$ cat src/rtl/regwrite_arb.sv
// regwrite_arb: shares the single register-file write port between the
// in-order pipeline writeback and a long-latency unit. Long-latency results
// are buffered in a small FIFO and retired in idle writeback slots; a
// starvation counter forces a one-cycle pipeline stall so buffered results
// always drain.
//
// Handshake (long-latency side): a result transfers on a rising clk edge
// when lu_valid_i && lu_ready_o are both high in that cycle; lu_ready_o does
// not depend on lu_valid_i, and a result addressed to x0 is accepted but
// dropped.
module regwrite_arb #(
  parameter int XLEN         = 32,
  parameter int RAW          = 5,
  parameter int DEPTH        = 2,
  parameter int STARVE_LIMIT = 4
) (
  input  logic                     clk,
  input  logic                     rst,
  input  logic                     pipe_we_i,
  input  logic [RAW-1:0]           pipe_waddr_i,
  input  logic [XLEN-1:0]          pipe_wdata_i,
  input  logic                     lu_valid_i,
  output logic                     lu_ready_o,
  input  logic [RAW-1:0]           lu_waddr_i,
  input  logic [XLEN-1:0]          lu_wdata_i,
  output logic                     pipe_stall_o,
  output logic                     rf_we_o,
  output logic [RAW-1:0]           rf_waddr_o,
  output logic [XLEN-1:0]          rf_wdata_o,
  input  logic [RAW-1:0]           hz_raddr_i,
  output logic                     hz_hit_o,
  output logic [$clog2(DEPTH):0]   pend_cnt_o
);

  localparam int PW = $clog2(DEPTH);
  localparam int CW = PW + 1;
  localparam int SW = $clog2(STARVE_LIMIT + 1);

  // FIFO storage and pointers
  logic [RAW-1:0]  mem_addr_q [DEPTH];
  logic [RAW-1:0]  mem_addr_d [DEPTH];
  logic [XLEN-1:0] mem_data_q [DEPTH];
  logic [XLEN-1:0] mem_data_d [DEPTH];
  logic [PW-1:0]   wr_ptr_q, wr_ptr_d;
  logic [PW-1:0]   rd_ptr_q, rd_ptr_d;
  logic [CW-1:0]   count_q, count_d;
  logic [SW-1:0]   starve_q, starve_d;

  // Registered write port
  logic            rf_we_q, rf_we_d;
  logic [RAW-1:0]  rf_waddr_q, rf_waddr_d;
  logic [XLEN-1:0] rf_wdata_q, rf_wdata_d;

  logic fifo_empty;
  logic fifo_full;
  logic push;
  logic pop;
  logic pipe_wr;
  logic [PW-1:0] hz_off;
  logic          hz_any;

  // Grant decision: forced stall drains the head, otherwise the pipeline
  // wins, otherwise an idle slot drains the head.
  always_comb begin
    fifo_empty   = (count_q == '0);
    fifo_full    = (count_q == CW'(DEPTH));
    lu_ready_o   = !rst && !fifo_full;
    pipe_stall_o = !rst && !fifo_empty && (starve_q == SW'(STARVE_LIMIT));
    push         = lu_valid_i && lu_ready_o && (lu_waddr_i != '0);
    pop          = !rst && !fifo_empty && (pipe_stall_o || !pipe_we_i);
    pipe_wr      = !rst && !pipe_stall_o && pipe_we_i && (pipe_waddr_i != '0);
  end

  // FIFO next state: storage, pointers, occupancy and starvation counter
  always_comb begin
    for (int i = 0; i < DEPTH; i++) begin
      mem_addr_d[i] = mem_addr_q[i];
      mem_data_d[i] = mem_data_q[i];
    end
    wr_ptr_d = wr_ptr_q;
    rd_ptr_d = rd_ptr_q;
    count_d  = count_q;
    starve_d = starve_q;

    if (push) begin
      mem_addr_d[wr_ptr_q] = lu_waddr_i;
      mem_data_d[wr_ptr_q] = lu_wdata_i;
      wr_ptr_d             = wr_ptr_q + PW'(1);
    end
    if (pop) begin
      rd_ptr_d = rd_ptr_q + PW'(1);
    end
    if (push && !pop) begin
      count_d = count_q + CW'(1);
    end else if (!push && pop) begin
      count_d = count_q - CW'(1);
    end

    // A waiting head that is not retired this cycle ages by one
    if (fifo_empty || pop) begin
      starve_d = '0;
    end else if (starve_q != SW'(STARVE_LIMIT)) begin
      starve_d = starve_q + SW'(1);
    end
  end

  // Write-port next state: the granted source is presented one cycle later
  always_comb begin
    rf_we_d    = 1'b0;
    rf_waddr_d = '0;
    rf_wdata_d = '0;
    if (pop) begin
      rf_we_d    = 1'b1;
      rf_waddr_d = mem_addr_q[rd_ptr_q];
      rf_wdata_d = mem_data_q[rd_ptr_q];
    end else if (pipe_wr) begin
      rf_we_d    = 1'b1;
      rf_waddr_d = pipe_waddr_i;
      rf_wdata_d = pipe_wdata_i;
    end
  end

  // Hazard lookup over occupied entries (head included, incoming excluded)
  always_comb begin
    hz_any = 1'b0;
    hz_off = '0;
    for (int i = 0; i < DEPTH; i++) begin
      hz_off = PW'(i) - rd_ptr_q;
      if (({1'b0, hz_off} < count_q) && (mem_addr_q[i] == hz_raddr_i)) begin
        hz_any = 1'b1;
      end
    end
    hz_hit_o = !rst && hz_any && (hz_raddr_i != '0);
  end

  // Control and output registers with synchronous reset
  always_ff @(posedge clk) begin
    if (rst) begin
      wr_ptr_q   <= '0;
      rd_ptr_q   <= '0;
      count_q    <= '0;
      starve_q   <= '0;
      rf_we_q    <= 1'b0;
      rf_waddr_q <= '0;
      rf_wdata_q <= '0;
    end else begin
      wr_ptr_q   <= wr_ptr_d;
      rd_ptr_q   <= rd_ptr_d;
      count_q    <= count_d;
      starve_q   <= starve_d;
      rf_we_q    <= rf_we_d;
      rf_waddr_q <= rf_waddr_d;
      rf_wdata_q <= rf_wdata_d;
    end
  end

  // FIFO storage; contents are meaningless while count is zero
  always_ff @(posedge clk) begin
    for (int i = 0; i < DEPTH; i++) begin
      mem_addr_q[i] <= mem_addr_d[i];
      mem_data_q[i] <= mem_data_d[i];
    end
  end

  assign rf_we_o    = rf_we_q;
  assign rf_waddr_o = rf_waddr_q;
  assign rf_wdata_o = rf_wdata_q;
  assign pend_cnt_o = count_q;

endmodule

$ cat config.mk
export PLATFORM = sky130hd
export DESIGN_NAME = regwrite_arb
export DESIGN_NICKNAME = d
export VERILOG_FILES = /design/src/rtl/regwrite_arb.sv
export SDC_FILE = /design/constraint.sdc
export NUM_CORES = 1
export LEC_CHECK = 0
export BUFFER_PORTS_ARGS = -buffer_cell sky130_fd_sc_hd__buf_2
export CORE_MARGIN = 4
export CORE_UTILIZATION = 40
export DETAILED_ROUTE_END_ITERATION = 8
export GPL_TIMING_DRIVEN = 1
export PLACE_DENSITY = 0.61
export SLEW_MARGIN = 20
export SYNTH_ARGS = -nofsm -noshare
export SYNTH_HDL_FRONTEND = slang
export SYNTH_SLANG_ARGS = --single-unit
$ cat constraint.sdc
create_clock -name clk -period 4.05 [get_ports clk]
set_clock_uncertainty 0.05 [all_clocks]
set_input_delay 0.2025 -clock clk [delete_from_list [all_inputs] [get_ports clk]]
set_output_delay 0.2025 -clock clk [all_outputs]
set_load 0.01 [all_outputs]
==> metrics, run 1 <==
outcome finished clean; M3 GR Usage 0.04151; post-CTS setup buffer count 0; GR Util All Layers 0.1642; gr ovfl total 0; reg2reg path depth 4; synth warn 0; Vias 2992; die height 112.1 um; Hold Vio Cnt, Final 0; met2 Use GR 0.2964; Syn Area/Cell 15.72 sq um; WP data required 4.11 ns; Synth Flop Type edfxtp_1; layout cells sized above 1 0.3287; Pins Over Slew Limit 0; grt met1 use 0.1909; Worst Setup End Kind flip-flop; placeable core region 0.01046 sq mm; largest net degree at the start of global routing 40; Mapped Cells 276; CP Class reg2reg; cts bufs inserted 17; Worst path slowest cell and2_2; critical-path cell list inv_1, a21oi_1, and3_1, and2_2; maximum clock frequency 440.1 MHz; Max-cap violations 0; # IOs 126; drt wl/cell 15.68 um; Worst EP arrival 2.33 ns; worst-margin pin slew 0.9536 ns; Longest Clk Path Bufs 2; setup total negative slack 0 ns; post-CTS resize count 0; DR pass1 iterations 4; worst vdd ir 285.0 uV; total wire length 9973 um; Critical Path Start Type flip-flop; first-pass GRT wire length 16150 um; die width 112.1 um; PD cells 498.2 mW/mm^2; Pwr Total 3200 uW; DRT iter0 DRCs 160; Seq/Total Area, Yosys 0.7245; syn nets 362; Final #Nets 572; Hold Path Stages 2; Initial Util 0.4146; FFs w/ async S/R, synth 0; Min Clock Period, post-route 2.272 ns; initial antenna violation count 1; H-tree lvl count 4; Synth cell types 32; area grow syn2layout 48.05%; vias in the first global route 3227; root buf cell clkbuf_8; port buffer count 125; Clock transition at path regs 0.06 ns; unrepaired setup endpoints after global routing no; Cell Area, Synth 0.004338 sq mm; Tightest Hold Check Type in2reg; worst skew pair latency 0.49 ns; Rel. slew slack 0.3643; die area 0.01258 sq mm; critical path depth in cells 4; vias per inst 4.704; setup violators final 0; antenna-violating nets left 0; GP Congestion 0.7835; # DRC 0; hold_buf cts 77; busiest metal layer after global routing met2; fin crit share 0.5611; CP delay by family, top simple AND/OR/NAND/NOR gates; Cell Rows 37; EDFF count, synth 74; TritonCTS Sinks 120; FF+latch count, synth 120; CTS tree built; Post-DP HPWL 5815 um; Leak 0.002522 uW; Buf+Inv Stages, Crit Path 1; worst-path fanout max 37; Worst path max stage delay 0.79 ns
[cell families (layout without fill, tap and decap cells)]
group / Yosys count / in the layout / share of synthesized area
flip-flops: 120 / 120 / 0.7245
AO/OA/AOI/OAI: 50 / 50 / 0.09259
multiplexers: 37 / 37 / 0.08538
AND/OR/NAND/NOR: 31 / 31 / 0.03462
buffers and inverters: 21 / 244 / 0.02596
XOR/XNOR: 14 / 14 / 0.02826
adder cells (fa/ha/maj): 3 / 3 / 0.008654
other: 0 / 1 / 0
[layer usage]
metal,wire length (um),up-vias
met2,5252,74
li1,-,1474
met4,93,0
met5,0,-
met1,4221,1438
met3,406,6
[cell type report]
type	instances	area, sq um
antenna	1	2.502
timing repair buffer	205	1419
sequential	120	3144
tap	136	170.2
fill	842	4040
inverter	7	26.28
clock inverter	13	145.1
clock buffer	19	431.7
multi-input combinational	135	1084
[flip-flops by register name (all words and copies together) (netlist names), named ones only]
register,count
rf_we_o,1
rf_wdata_o,32
pend_cnt_o,2
wr_ptr_q,1
rd_ptr_q,1
rf_waddr_o,5
mem_addr_q,10
starve_q,3
mem_data_q,64
[cells in the mapped netlist, types with 4 or more instances]
master / n / area (sq um)
edfxtp_1: 74 / 2222
dfxtp_1: 46 / 920.9
mux2i_1: 37 / 370.4
o2bb2ai_1: 32 / 280.3
nor2_1: 10 / 37.54
xor2_1: 10 / 87.58
buf_2: 8 / 40.04
nand2_1: 8 / 30.03
inv_1: 7 / 26.28
o21ai_0: 6 / 30.03
a21oi_1: 4 / 20.02
xnor2_1: 4 / 35.03
[power breakdown]
group / internal, uW / leakage [uW] / switching (uW) / total, uW
Clock: 897 / 0.000275 / 539 / 1440
Combinational: 173 / 0.00119 / 170 / 343
Sequential: 1380 / 0.00106 / 38.0 / 1420
[through the flow]
| stage | instances | utilization | setup WS, ns | hold slack [ns] | area (sq um) |
|---|---|---|---|---|---|
| global placement | 526 | 0.4848 | 1.842 | 0.3418 | 5072 |
| finish | 636 | 0.6138 | 1.778 | 0.3695 | 6422 |
| CTS | 635 | 0.6136 | 1.736 | 0.3500 | 6420 |
| floorplan | 276 | - | 1.534 | 0.2514 | 4338 |
| global route | 636 | 0.6138 | 1.590 | 0.3642 | 6422 |
| detailed placement | 526 | 0.4848 | 1.747 | 0.3441 | 5072 |
[worst paths after layout]
kind / from / to / slack [ns]
max: pend_cnt_o[0] / mem_data_q[1][13] / 1.78
min reg2reg: starve_q[0] / starve_q[0] / 0.40
min: lu_wdata_i[25] / mem_data_q[0][25] / 0.37
max reg2reg: pend_cnt_o[0] / mem_data_q[1][13] / 1.78
[cells in the final DEF (no fill, tap or decap), drive strengths merged, types with 3 or more instances in the layout]
master         n
xnor2          4
mux2i         37
nor2          10
nand2          8
dlygate4sd3   77
edfxtp        74
o2bb2ai       32
xor2          10
a21oi          4
clkinvlp       3
inv            9
buf          128
ha             3
clkbuf        19
o21ai          6
clkinv         6
nand3          3
dfxtp         46
Power figures use the tool's default switching activity.
==> run 2, diff against run 1 <==
--- a/config.mk
+++ b/config.mk
@@ -5,6 +5,7 @@
 export SDC_FILE = /design/constraint.sdc
 export NUM_CORES = 1
 export LEC_CHECK = 0
+export ABC_AREA = 1
 export BUFFER_PORTS_ARGS = -buffer_cell sky130_fd_sc_hd__buf_2
 export CORE_MARGIN = 4
 export CORE_UTILIZATION = 40
==> constraint.sdc (replaced) <==
create_clock -name clk -period 2.3 [get_ports clk]
set_clock_uncertainty 0.05 [all_clocks]
set_input_delay 0.115 -clock clk [delete_from_list [all_inputs] [get_ports clk]]
set_output_delay 0.115 -clock clk [all_outputs]
set_load 0.01 [all_outputs]
==> run 2 against run 1 <==
Effect of this change: cell count is 20% higher; utilization is 0.12 points lower; largest cell class unchanged; synthesized cell count is 45% higher; non-clock buffer count is 2 higher; sequential power is 73% higher; highest routed layer unchanged; power is 82% higher.
==> metrics, run 2 <==
vias in the first global route 3694 (+14%); root buf cell clkbuf_16; area grow syn2layout 47.31%; Clock transition at path regs 0.05 ns (about the same); Initial Util 0.4159 (+0.001243); placeable core region 0.01108 sq mm (+5.9%); H-tree lvl count 4 (unchanged); FFs w/ async S/R, synth 0 (unchanged); die width 115.3 um (+2.8%); Synth Flop Type edfxtp_1; Post-DP HPWL 6662 um (+15%); port buffer count 125 (unchanged); gr ovfl total 0 (unchanged); Critical Path Start Type flip-flop; die area 0.01330 sq mm (+5.8%); Psw 1223 uW (+64%); first-pass GRT wire length 17440 um (+8.0%); CTS tree built; FILL cells 875 (+3.9%); worst-margin pin slew 0.6787 ns (-0.2749 ns); worst-path fanout max 4 (-89%); outcome finished clean; Synth area leader edfxtp_1; Worst EP arrival 2.15 ns (-0.18 ns); Seq/Total Area, Yosys 0.6822 (-0.04231); most frequent cells in the layout buf_2 (125), nand2_1 (122), dlygate4sd3_1 (75); Cell Area, Synth 0.004607 sq mm (+6.2%); synth warn 0 (unchanged); Syn Area/Cell 11.52 sq um (-27%); Final #Nets 697 (+22%); post-CTS setup buffer count 0 (unchanged); Worst Setup End Kind flip-flop; max FFs per register 64 (unchanged); most area-consuming cells after synthesis edfxtp_1 (48%), dfxtp_1 (20%), nand2_1 (9.9%), mux2_2 (7.8%), nand3_1 (4.0%); Longest Clk Path Bufs 2 (unchanged); Pins Over Slew Limit 0 (unchanged); top-count cell post-synth nand2_1; Vias 3505 (+17%); Pint 4585 uW (+87%); maximum clock frequency 522.5 MHz (+19%); Clk pwr share 0.477 (+0.028); top-area cell type share of the netlist area 0.4823 (-0.02991); GP Congestion 0.7700 (-1.7%); EDFF count, synth 74 (unchanged); initial antenna violation count 0 (-1); antenna-violating nets left 0 (unchanged); hold_ws 0.03151 ns (-0.3380 ns); PD cells 855.7 mW/mm^2 (+72%); WP data required 2.54 ns (-1.57 ns); drt wl/cell 14.27 um (-9.0%); Reg power frac 0.423 (-0.021); Synth cell types 25 (-22%); cts bufs inserted 17 (unchanged); total wire length 10900 um (+9.3%); Mapped Cells 400 (+45%); Comb power frac 0.100 (-0.007); CP Class reg2reg; Cell Rows 38 (+2.7%); commonest cells in the netlist nand2_1 (122), edfxtp_1 (74), dfxtp_1 (46), nand3_1 (37), mux2_2 (32); Rel. slew slack 0.5469 (+0.1826); TritonCTS Sinks 120 (unchanged); Min Clock Period, post-route 1.914 ns (-0.3584 ns); largest net degree at the start of global routing 38 (-5.0%); setup total negative slack 0 ns (unchanged); die height 115.3 um (+2.8%); layout cells sized above 1 0.3205 (-0.008144); syn nets 486 (+34%); fin crit share 0.8322 (+0.2711); worst vdd ir 474.1 uV (+66%); vias per inst 4.588 (-2.5%); Leak 0.003030 uW (+20%); Max-cap violations 0 (unchanged); # IOs 126 (unchanged); Tightest Hold Check Type in2reg; FF+latch count, synth 120 (unchanged); most common cell after layout, fill and taps aside buf_2; # DRC 0 (unchanged); DRT iter0 DRCs 199 (+24%); DR pass1 iterations 4 (unchanged); switching part of the total 0.2105 (-0.02288); Hold Vio Cnt, Final 0 (unchanged); # diodes 0 (-1); unrepaired setup endpoints after global routing no; worst skew pair latency 0.40 ns (-0.09 ns); setup violators final 0 (unchanged); largest reg by FF count mem_data_q; GR Util All Layers 0.1718 (+0.007623)
## run 2: changes by cell type in the layout (fill, tap and decap cells not counted), sizes merged, moves of 4 or more
cell / previous run / this run
clkbuf: 19 / 25
xor2: 10 / 2
inv: 9 / 27
nor2: 10 / 19
o2bb2ai: 32 / 0
buf: 128 / 132
nand3: 3 / 37
mux2i: 37 / 0
nand2: 8 / 122
mux2: 0 / 32
## run 2: area by class of cell
| class | instances | area [sq um] | area share |
|---|---|---|---|
| clock buffers | 25 | 515.5 | 0.07596 |
| clock inverters | 7 | 112.6 | 0.01659 |
| inverters | 27 | 101.3 | 0.01493 |
| multi-input cells | 238 | 1271 | 0.1873 |
| flip-flops and latches | 120 | 3144 | 0.4633 |
| well taps | 140 | 175.2 | 0.02581 |
| repair buffers | 207 | 1466 | 0.2161 |
## run 2: what timing repair did
item / 4_1_cts / 5_1_grt
hold buffers: 75 / 0
resized for setup: 0 / 0
hold endpoints to repair: 113 / 0
## run 2: path summary, 6_finish.rpt
kind | start | to | slack (ns) | cells past startpoint
worst max-delay path | starve_q[0] | pend_cnt_o[1] | 0.39 | 10
worst min register to register | starve_q[0] | starve_q[0] | 0.40 | 1
worst max register to register | starve_q[0] | pend_cnt_o[1] | 0.39 | 10
worst min-delay path | lu_valid_i | wr_ptr_q | 0.03 | 4
## run 2: cells by family after synthesis
family / share of synthesized area
simple gates: 0.1632
flops: 0.6822
buf+inv: 0.04454
mux: 0.07822
compound gates: 0.01793
xor+xnor: 0.005704
fa+ha+maj: 0.008149
## run 2: critical path, cell delays in order, from the launching register on
cell,delay [ns]
dfxtp_1,0.35
inv_1,0.05
ha_1,0.18
nand2_1,0.09
inv_1,0.05
o21ai_1,0.29
ha_1,0.33
a21oi_1,0.13
nand2_1,0.07
o21ai_0,0.15
a21oi_1,0.05
## run 2: metrics by stage
step / instance area, sq um / total power, uW / worst slack [ns] / cells / utilization
floorplan: 4614 / 2768 / 0.1386 / 400 / -
global placement: 5408 / 2974 / 0.4678 / 657 / 0.4881
detailed placement: 5408 / 2987 / 0.3731 / 657 / 0.4881
CTS: 6787 / 5848 / 0.3839 / 764 / 0.6126
global route: 6787 / 6025 / 0.1032 / 764 / 0.6126
finish: 6787 / 5807 / 0.3860 / 764 / 0.6126
## run 2: power by group through the flow
stage / combinational, uW / clock, uW / sequential (uW)
3_5_place_dp: 487 / 0 / 2500
5_1_grt: 649 / 2910 / 2470
4_1_cts: 588 / 2800 / 2460
2_1_floorplan: 249 / 0 / 2520
3_3_place_gp: 479 / 0 / 2490
6_report: 582 / 2770 / 2460
## run 2: layer usage
metal / track usage / share of wire / vias to the layer above
li1: - / - / 1765
met1: 0.2030 / 0.43 / 1619
met2: 0.2978 / 0.49 / 106
met3: 0.04947 / 0.060 / 15
met4: 0.06260 / 0.015 / 0
met5: 0 / 0 / -
